### src/rtl/obj_row_fetch_pkg.sv
// rtl/obj_row_fetch_pkg.sv - shared graphics obj types, step constants and helpers
package obj_row_fetch_pkg;

    typedef enum logic [1:0] {
        ST_IDLE = 2'd0,
        ST_REQ  = 2'd1,
        ST_DONE = 2'd2
    } fetch_state_e;

    // Pixels covered by one VRAM halfword in each colour depth
    localparam int STEP_8BPP = 1;
    localparam int STEP_4BPP = 2;

    // Row pitch of the 2D tile map in pixels
    localparam int STRIDE_2D = 128;

    // Position of the highest set bit; 0 when no bit is set
    function automatic logic [3:0] msb_index(input logic [15:0] v);
        logic [3:0] idx;
        idx = '0;
        for (int i = 0; i < 16; i++) begin
            if (v[i]) idx = 4'(i);
        end
        return idx;
    endfunction

endpackage

### src/rtl/obj_addr_calc.sv
// rtl/obj_addr_calc.sv - combinational VRAM halfword address for one sprite fetch
module obj_addr_calc
    import obj_row_fetch_pkg::*;
#(
    parameter int ADDR_W = 15,
    parameter int XW     = 6
) (
    input  logic [9:0]        objname_i,
    input  logic [2:0]        bgmode_i,
    input  logic              palettemode_i,
    input  logic              oam_mode_i,
    input  logic [XW:0]       hsize_i,
    input  logic [XW-1:0]     x_i,
    input  logic [XW-1:0]     y_i,
    output logic [ADDR_W-1:0] addr_o
);

    // Sum is formed three bits wider than the address, then wraps on truncation
    localparam int SW = ADDR_W + 3;

    logic [14:0]   offset;
    logic [XW-1:0] adj_x;
    logic [15:0]   stride;
    logic [3:0]    shift;

    // Bitmap modes push the tile base into the upper VRAM half
    assign offset = {objname_i[9] | (bgmode_i != 3'd0) | (bgmode_i[1] & bgmode_i[0]),
                     objname_i[8:1],
                     objname_i[0] & (~palettemode_i | oam_mode_i),
                     5'b0};

    // In 4bpp two pixels share a halfword
    assign adj_x  = palettemode_i ? x_i : (x_i >> 1);
    assign stride = oam_mode_i ? 16'(hsize_i) : 16'(STRIDE_2D);
    assign shift  = msb_index(stride);

    assign addr_o = ADDR_W'(SW'(offset) + SW'(adj_x) + (SW'(y_i) << shift));

endmodule

### src/rtl/obj_row_fetch.sv
// rtl/obj_row_fetch.sv - fetches one sprite row from VRAM as a stream of halfwords
module obj_row_fetch
    import obj_row_fetch_pkg::*;
#(
    parameter int MAX_HSIZE = 64,
    parameter int ADDR_W    = 15,
    parameter int DATA_W    = 16
) (
    input  logic                          clock,
    input  logic                          reset_n,
    input  logic                          start,
    input  logic                          abort,
    input  logic [9:0]                    objname,
    input  logic [2:0]                    bgmode,
    input  logic                          palettemode,
    input  logic                          oam_mode,
    input  logic                          hflip,
    input  logic [$clog2(MAX_HSIZE):0]    hsize,
    input  logic [$clog2(MAX_HSIZE)-1:0]  y,
    output logic                          vram_req,
    output logic [ADDR_W-1:0]             vram_addr,
    input  logic                          vram_ack,
    input  logic [DATA_W-1:0]             vram_rdata,
    output logic                          pix_valid,
    output logic [DATA_W-1:0]             pix_data,
    output logic [$clog2(MAX_HSIZE)-1:0]  pix_x,
    output logic                          busy,
    output logic                          done
);

    localparam int XW = $clog2(MAX_HSIZE);

    fetch_state_e state_q, state_d;

    logic [9:0]        objname_q;
    logic [2:0]        bgmode_q;
    logic              pal_q, oam_q, hflip_q;
    logic [XW:0]       hsize_q;
    logic [XW-1:0]     y_q;

    logic [XW-1:0]     x_q, x_d;
    logic [XW:0]       remain_q, remain_d;
    logic              pix_valid_q, pix_valid_d;
    logic [DATA_W-1:0] pix_data_q, pix_data_d;
    logic [XW-1:0]     pix_x_q, pix_x_d;

    logic              launch;
    logic              accept;
    logic [XW:0]       start_step;
    logic [XW:0]       start_count;
    logic [XW-1:0]     row_step;
    logic [ADDR_W-1:0] calc_addr;

    // Abort outranks both a new start and an ack in flight
    assign launch      = (state_q == ST_IDLE) && start && !abort;
    assign accept      = (state_q == ST_REQ) && vram_ack && !abort;
    assign start_step  = palettemode ? (XW+1)'(STEP_8BPP) : (XW+1)'(STEP_4BPP);
    assign start_count = palettemode ? hsize : (hsize >> 1);
    assign row_step    = pal_q ? XW'(STEP_8BPP) : XW'(STEP_4BPP);

    obj_addr_calc #(
        .ADDR_W (ADDR_W),
        .XW     (XW)
    ) u_addr_calc (
        .objname_i     (objname_q),
        .bgmode_i      (bgmode_q),
        .palettemode_i (pal_q),
        .oam_mode_i    (oam_q),
        .hsize_i       (hsize_q),
        .x_i           (x_q),
        .y_i           (y_q),
        .addr_o        (calc_addr)
    );

    // State register
    always_ff @(posedge clock or negedge reset_n) begin
        if (!reset_n) state_q <= ST_IDLE;
        else          state_q <= state_d;
    end

    // Next-state: a row with no halfwords goes straight to DONE
    always_comb begin
        state_d = state_q;
        unique case (state_q)
            ST_IDLE: if (launch) state_d = (start_count == '0) ? ST_DONE : ST_REQ;
            ST_REQ: begin
                if (abort)                                         state_d = ST_IDLE;
                else if (accept && remain_q == (XW+1)'(1))         state_d = ST_DONE;
            end
            ST_DONE: state_d = ST_IDLE;
            default: state_d = ST_IDLE;
        endcase
    end

    // Outputs decoded from state; address reads zero whenever no request is open
    always_comb begin
        vram_req  = (state_q == ST_REQ);
        busy      = (state_q != ST_IDLE);
        done      = (state_q == ST_DONE);
        vram_addr = vram_req ? calc_addr : '0;
    end

    // Row config is captured only when a row is launched, so mid-row starts cannot disturb it
    always_ff @(posedge clock or negedge reset_n) begin
        if (!reset_n) begin
            objname_q <= '0;
            bgmode_q  <= '0;
            pal_q     <= 1'b0;
            oam_q     <= 1'b0;
            hflip_q   <= 1'b0;
            hsize_q   <= '0;
            y_q       <= '0;
        end else if (launch) begin
            objname_q <= objname;
            bgmode_q  <= bgmode;
            pal_q     <= palettemode;
            oam_q     <= oam_mode;
            hflip_q   <= hflip;
            hsize_q   <= hsize;
            y_q       <= y;
        end
    end

    // Walk x and the remaining-request count; capture read data on each accepted ack
    always_comb begin
        x_d         = x_q;
        remain_d    = remain_q;
        pix_valid_d = 1'b0;
        pix_data_d  = pix_data_q;
        pix_x_d     = pix_x_q;
        if (launch) begin
            x_d      = hflip ? XW'(hsize - start_step) : '0;
            remain_d = start_count;
        end else if (accept) begin
            pix_valid_d = 1'b1;
            pix_data_d  = vram_rdata;
            pix_x_d     = x_q;
            x_d         = hflip_q ? (x_q - row_step) : (x_q + row_step);
            remain_d    = remain_q - (XW+1)'(1);
        end
    end

    // Datapath registers
    always_ff @(posedge clock or negedge reset_n) begin
        if (!reset_n) begin
            x_q         <= '0;
            remain_q    <= '0;
            pix_valid_q <= 1'b0;
            pix_data_q  <= '0;
            pix_x_q     <= '0;
        end else begin
            x_q         <= x_d;
            remain_q    <= remain_d;
            pix_valid_q <= pix_valid_d;
            pix_data_q  <= pix_data_d;
            pix_x_q     <= pix_x_d;
        end
    end

    assign pix_valid = pix_valid_q;
    assign pix_data  = pix_data_q;
    assign pix_x     = pix_x_q;

endmodule

### config.mk
export PLATFORM = sky130hd
export DESIGN_NAME = obj_row_fetch
export DESIGN_NICKNAME = d
export VERILOG_FILES = /design/src/rtl/obj_row_fetch_pkg.sv /design/src/rtl/obj_addr_calc.sv /design/src/rtl/obj_row_fetch.sv
export SDC_FILE = /design/constraint.sdc
export NUM_CORES = 1
export LEC_CHECK = 0
export ABC_AREA = 1
export BUFFER_PORTS_ARGS = -buffer_cell sky130_fd_sc_hd__buf_4
export CORE_MARGIN = 10
export CORE_UTILIZATION = 56
export DETAILED_ROUTE_END_ITERATION = 16
export PLACE_DENSITY = 0.83
export SLEW_MARGIN = 20
export SYNTH_ARGS = -nofsm -noshare
export SYNTH_HDL_FRONTEND = slang
export SYNTH_SLANG_ARGS = --single-unit
### constraint.sdc
create_clock -name clock -period 2.8 [get_ports clock]
set_input_delay 0 -clock clock [delete_from_list [all_inputs] [get_ports clock]]
set_output_delay 0 -clock clock [all_outputs]
set_load 0.03 [all_outputs]
==> insert_results.sql <==
INSERT INTO impl_metrics (metric_group, metric, value, unit) VALUES
('run_status', 'status', 'finished, violations left', ''),
('run_status', 'violations', 'negative setup slack', ''),
('pwr', 'switching_share', '0.491', ''),
('sta', 'post-route-worst-setup-slack', '-0.768', 'ns'),
('route', 'post_drt_via_cell_ratio', '5.95', ''),
('sta', 'finalMaxSlewViolations', '0', ''),
('route', 'drt_first_iter_violations', '611', ''),
('pwr', 'power.internal', '3.57', 'mW'),
('floorplan', 'dieArea', '12000', 'um^2'),
('synth', 'synth.top_cell.area_share', '0.367', ''),
('clock_tree', 'clkSinkCount', '66', ''),
('global_routing', 'grt_max_degree', '67', ''),
('pwr', 'p_sw', '3.45', 'mW'),
('route', 'drc', '0', ''),
('floorplan', 'floorplan.rows', '32', ''),
('cells_and_area', 'layout.nets', '863', ''),
('global_routing', 'grt_pass1_vias', '5390', ''),
('synth', 'synth_nets', '702', ''),
('clock_tree', 'numCtsBuffers', '9', ''),
('synth', 'synthesis.area', '4490', 'um^2'),
('critical_path', 'crit_type', 'register to primary output', ''),
('critical_path', 'worst-endpoint-arrival', '3.57', 'ns'),
('route', 'dr_total_vias', '5254', ''),
('floorplan', 'die_width', '110', 'um'),
('pwr', 'power.static_leakage', '3.34', 'nW'),
('global_routing', 'globalRouteTotalUtil', '0.269', ''),
('critical_path', 'critPathBufInv', '4', ''),
('synth', 'synth.most_common_cell', 'sky130_fd_sc_hd__nand2_1', ''),
('cells_and_area', 'post_route_cells_drive_above_1_share', '0.326', ''),
('sta', 'timing.max_slew.rel_slack', '0.443', ''),
('synth', 'synth.distinct_cells', '43', ''),
('critical_path', 'worstPathCellList', 'buf_4 > inv_1 > nor2_2 > nand2_4 > nand2_8 > buf_6 > nor2_1 > nand3_1 > nand2_2 > ha_4 > ha_4 > nand2_1 > nor2_1 > nand3_1 > nand3_1 > nor2_1 > nor2_2 > buf_6', ''),
('pwr', 'pwr-share-seq', '0.222', ''),
('synth', 'netlist_instances', '614', ''),
('route', 'ant_nets', '0', ''),
('critical_path', 'worstPathRequired', '2.80', 'ns'),
('clock_tree', 'worst_setup_hold_path_clk_slew', '0.08', 'ns'),
('clock_tree', 'root_buffer', 'sky130_fd_sc_hd__clkbuf_8', ''),
('synth', 'ys_async_sr_fraction', '1.00', ''),
('synth', 'synth_warnings', '0', ''),
('route', 'pre_antenna_drt_iters', '7', ''),
('synth', 'synth_area_leader_cell', 'sky130_fd_sc_hd__dfrtp_1', ''),
('clock_tree', 'clock_latency_of_the_later_clocked_register_in_the_worst_skew_pair', '0.36', 'ns'),
('critical_path', 'timing.critical_path.to_type', 'primary output', ''),
('sta', 'achievable_freq', '280', 'MHz'),
('pwr', 'ir_worst_vdd', '642', 'uV'),
('floorplan', 'io_pins', '91', ''),
('synth', 'synthTopCellsByArea', 'sky130_fd_sc_hd__dfrtp_1 37%, sky130_fd_sc_hd__nand2_1 19%, sky130_fd_sc_hd__ha_1 9.5%, sky130_fd_sc_hd__o21ai_0 4.9%, sky130_fd_sc_hd__inv_1 4.2%', ''),
('sta', 'hold_viol_final', '0', ''),
('floorplan', 'dieHeight', '110', 'um'),
('floorplan', 'floorplan.core_area', '7770', 'um^2'),
('synth', 'syn_area_per_cell', '7.32', 'um^2'),
('pwr', 'total_power', '7.02', 'mW'),
('sta', 'rsz0062_at_grt', 'true', ''),
('floorplan', 'initial_core_util', '0.579', ''),
('critical_path', 'worstSetupStartpointType', 'register', ''),
('sta', 'worst-slew-pin-transition', '0.835', 'ns'),
('pwr', 'clock_power_share', '0.137', ''),
('run', 'max-cap-violations', '0', ''),
('synth', 'synthTopCellsByCount', '222 x sky130_fd_sc_hd__nand2_1, 66 x sky130_fd_sc_hd__dfrtp_1, 50 x sky130_fd_sc_hd__inv_1, 50 x sky130_fd_sc_hd__nor2_1, 44 x sky130_fd_sc_hd__o21ai_0', ''),
('min_path', 'min_path_type', 'input port to register', ''),
('sta', 'clock_skew', '0.0108', 'ns'),
('place', 'placedCellCount', '804', ''),
('critical_path', 'cpLargestDelayFamily', 'simple AND/OR/NAND/NOR gates', ''),
('pwr', 'combPwrFrac', '0.642', ''),
('cells_and_area', 'layout.filler_cells', '397', ''),
('sta', 'finalSetupViolations', '13', ''),
('global_routing', 'antenna_found_initial', '1', ''),
('cells_and_area', 'flow.area_growth_from_synthesis', '48.4', '%'),
('synth', 'ys_seq_area_frac', '0.367', ''),
('clock_tree', 'tritoncts', 'done', '');
## flip-flops by register name, indices dropped and copies added (netlist names)
signal	count
bgmode_q	3
pix_x	6
objname_q	10
pix_valid	1
hflip_q	1
remain_q	7
pix_data	16
hsize_q	6
y_q	6
x_q	6
pal_q	1
oam_q	1
state_q	2
## metrics by stage
step	area, um^2	utilization	setup WS, ns	hold slack (ns)
2_1_floorplan	4510	-	0.00344	-0.296
3_3_place_gp	5320	0.685	-0.0147	0.145
3_5_place_dp	5320	0.685	-0.114	0.157
4_1_cts	6490	0.836	-0.353	0.00995
5_1_grt	6670	0.858	-0.818	0.0190
6_report	6670	0.859	-0.768	0.0196
## cell usage in the layout (no fill, tap or decap), types with 3 or more instances in the layout
| master | count |
|---|---|
| sky130_fd_sc_hd__o211ai_1 | 5 |
| sky130_fd_sc_hd__nand2_2 | 28 |
| sky130_fd_sc_hd__a21oi_1 | 16 |
| sky130_fd_sc_hd__dfrtp_1 | 65 |
| sky130_fd_sc_hd__inv_2 | 11 |
| sky130_fd_sc_hd__nand3_2 | 14 |
| sky130_fd_sc_hd__inv_1 | 45 |
| sky130_fd_sc_hd__o21ai_2 | 3 |
| sky130_fd_sc_hd__inv_6 | 3 |
| sky130_fd_sc_hd__o21a_1 | 3 |
| sky130_fd_sc_hd__buf_6 | 8 |
| sky130_fd_sc_hd__nand3_1 | 26 |
| sky130_fd_sc_hd__o21ai_0 | 36 |
| sky130_fd_sc_hd__nand2_4 | 7 |
| sky130_fd_sc_hd__nand2_1 | 196 |
| sky130_fd_sc_hd__nor2_2 | 10 |
| sky130_fd_sc_hd__clkbuf_8 | 10 |
| sky130_fd_sc_hd__xor2_1 | 5 |
| sky130_fd_sc_hd__xnor2_1 | 3 |
| sky130_fd_sc_hd__nand4_1 | 3 |
| sky130_fd_sc_hd__ha_1 | 16 |
| sky130_fd_sc_hd__o21ai_1 | 5 |
| sky130_fd_sc_hd__ha_4 | 16 |
| sky130_fd_sc_hd__a21oi_4 | 3 |
| sky130_fd_sc_hd__dlygate4sd3_1 | 44 |
| sky130_fd_sc_hd__a21oi_2 | 7 |
| sky130_fd_sc_hd__nor2_4 | 4 |
| sky130_fd_sc_hd__nor2_1 | 39 |
| sky130_fd_sc_hd__buf_4 | 111 |
## power groups by stage
| stage | sequential, mW | combinational, mW | clock, mW |
|---|---|---|---|
| after detailed placement | 1.53 | 3.12 | 0 |
| final | 1.56 | 4.51 | 0.960 |
| after CTS | 1.53 | 3.88 | 0.956 |
| after global routing | 1.59 | 4.81 | 1.01 |
| after floorplan | 1.73 | 1.90 | 0 |
| after global placement | 1.51 | 3.01 | 0 |
## area by class of cell
cell class              instances  area (um^2)  share of cell area
clock inverters                 6         95.1              0.0143
flip-flops and latches         66         1650               0.248
well taps                     102          128              0.0191
inverters                      58          220              0.0330
repair inverters                1         7.51             0.00113
repair buffers                163         1360               0.205
multi-input cells             476         3060               0.459
clock buffers                  10          138              0.0206
diodes                          1         2.50            0.000375
## worst reg2reg max path: cells and delay by family, from the launching register on
kind	cells	cell delay, ns
AO/OA/AOI/OAI	2	0.17
buffers and inverters	1	0.08
adder cells (fa/ha/maj)	2	0.69
flip-flops	1	0.61
AND/OR/NAND/NOR	3	0.45
## timing repair
item / 4_1_cts / 5_1_grt
hold endpoints to repair: 111 / 0
endpoints found under the setup margin: 12 / 13
hold buffers: 44 / 0
gates cloned: 2 / 0
resized for setup: 81 / 40
setup buffers: 12 / 4
pin swaps: 35 / 10
## layer usage
layer,up-vias,global-route usage,wire [um]
li1,2312,-,-
met1,2446,0.290,6090
met2,382,0.455,8420
met3,112,0.0866,1690
met4,2,0.160,956
met5,-,0,14
## kinds of logic (layout without fill, tap and decap cells)
group / Yosys count / in the layout / share of synthesized area
buffers and inverters: 73 / 238 / 0.0679
other: 0 / 1 / 0
AO/OA/AOI/OAI: 90 / 91 / 0.114
XOR/XNOR: 8 / 8 / 0.0156
flip-flops: 66 / 66 / 0.367
AND/OR/NAND/NOR: 339 / 339 / 0.323
adder cells (fa/ha/maj): 38 / 38 / 0.112
## path summary, 6_finish.rpt
check / from / to / slack [ns] / cells past startpoint
hold reg to reg: pix_data[12] / pix_data[12] / 0.49 / 2
setup reg to reg: pal_q / x_q[2] / 0.69 / 8
min in group asynchronous: reset_n / remain_q[5] / 0.28 / 2
max in group asynchronous: reset_n / oam_q / 1.93 / 2
setup / recovery: oam_q / vram_addr[12] / -0.77 / 18
hold / removal: hsize[3] / hsize_q[3] / 0.02 / 3
Note: power is estimated with default switching activity, not from simulation.
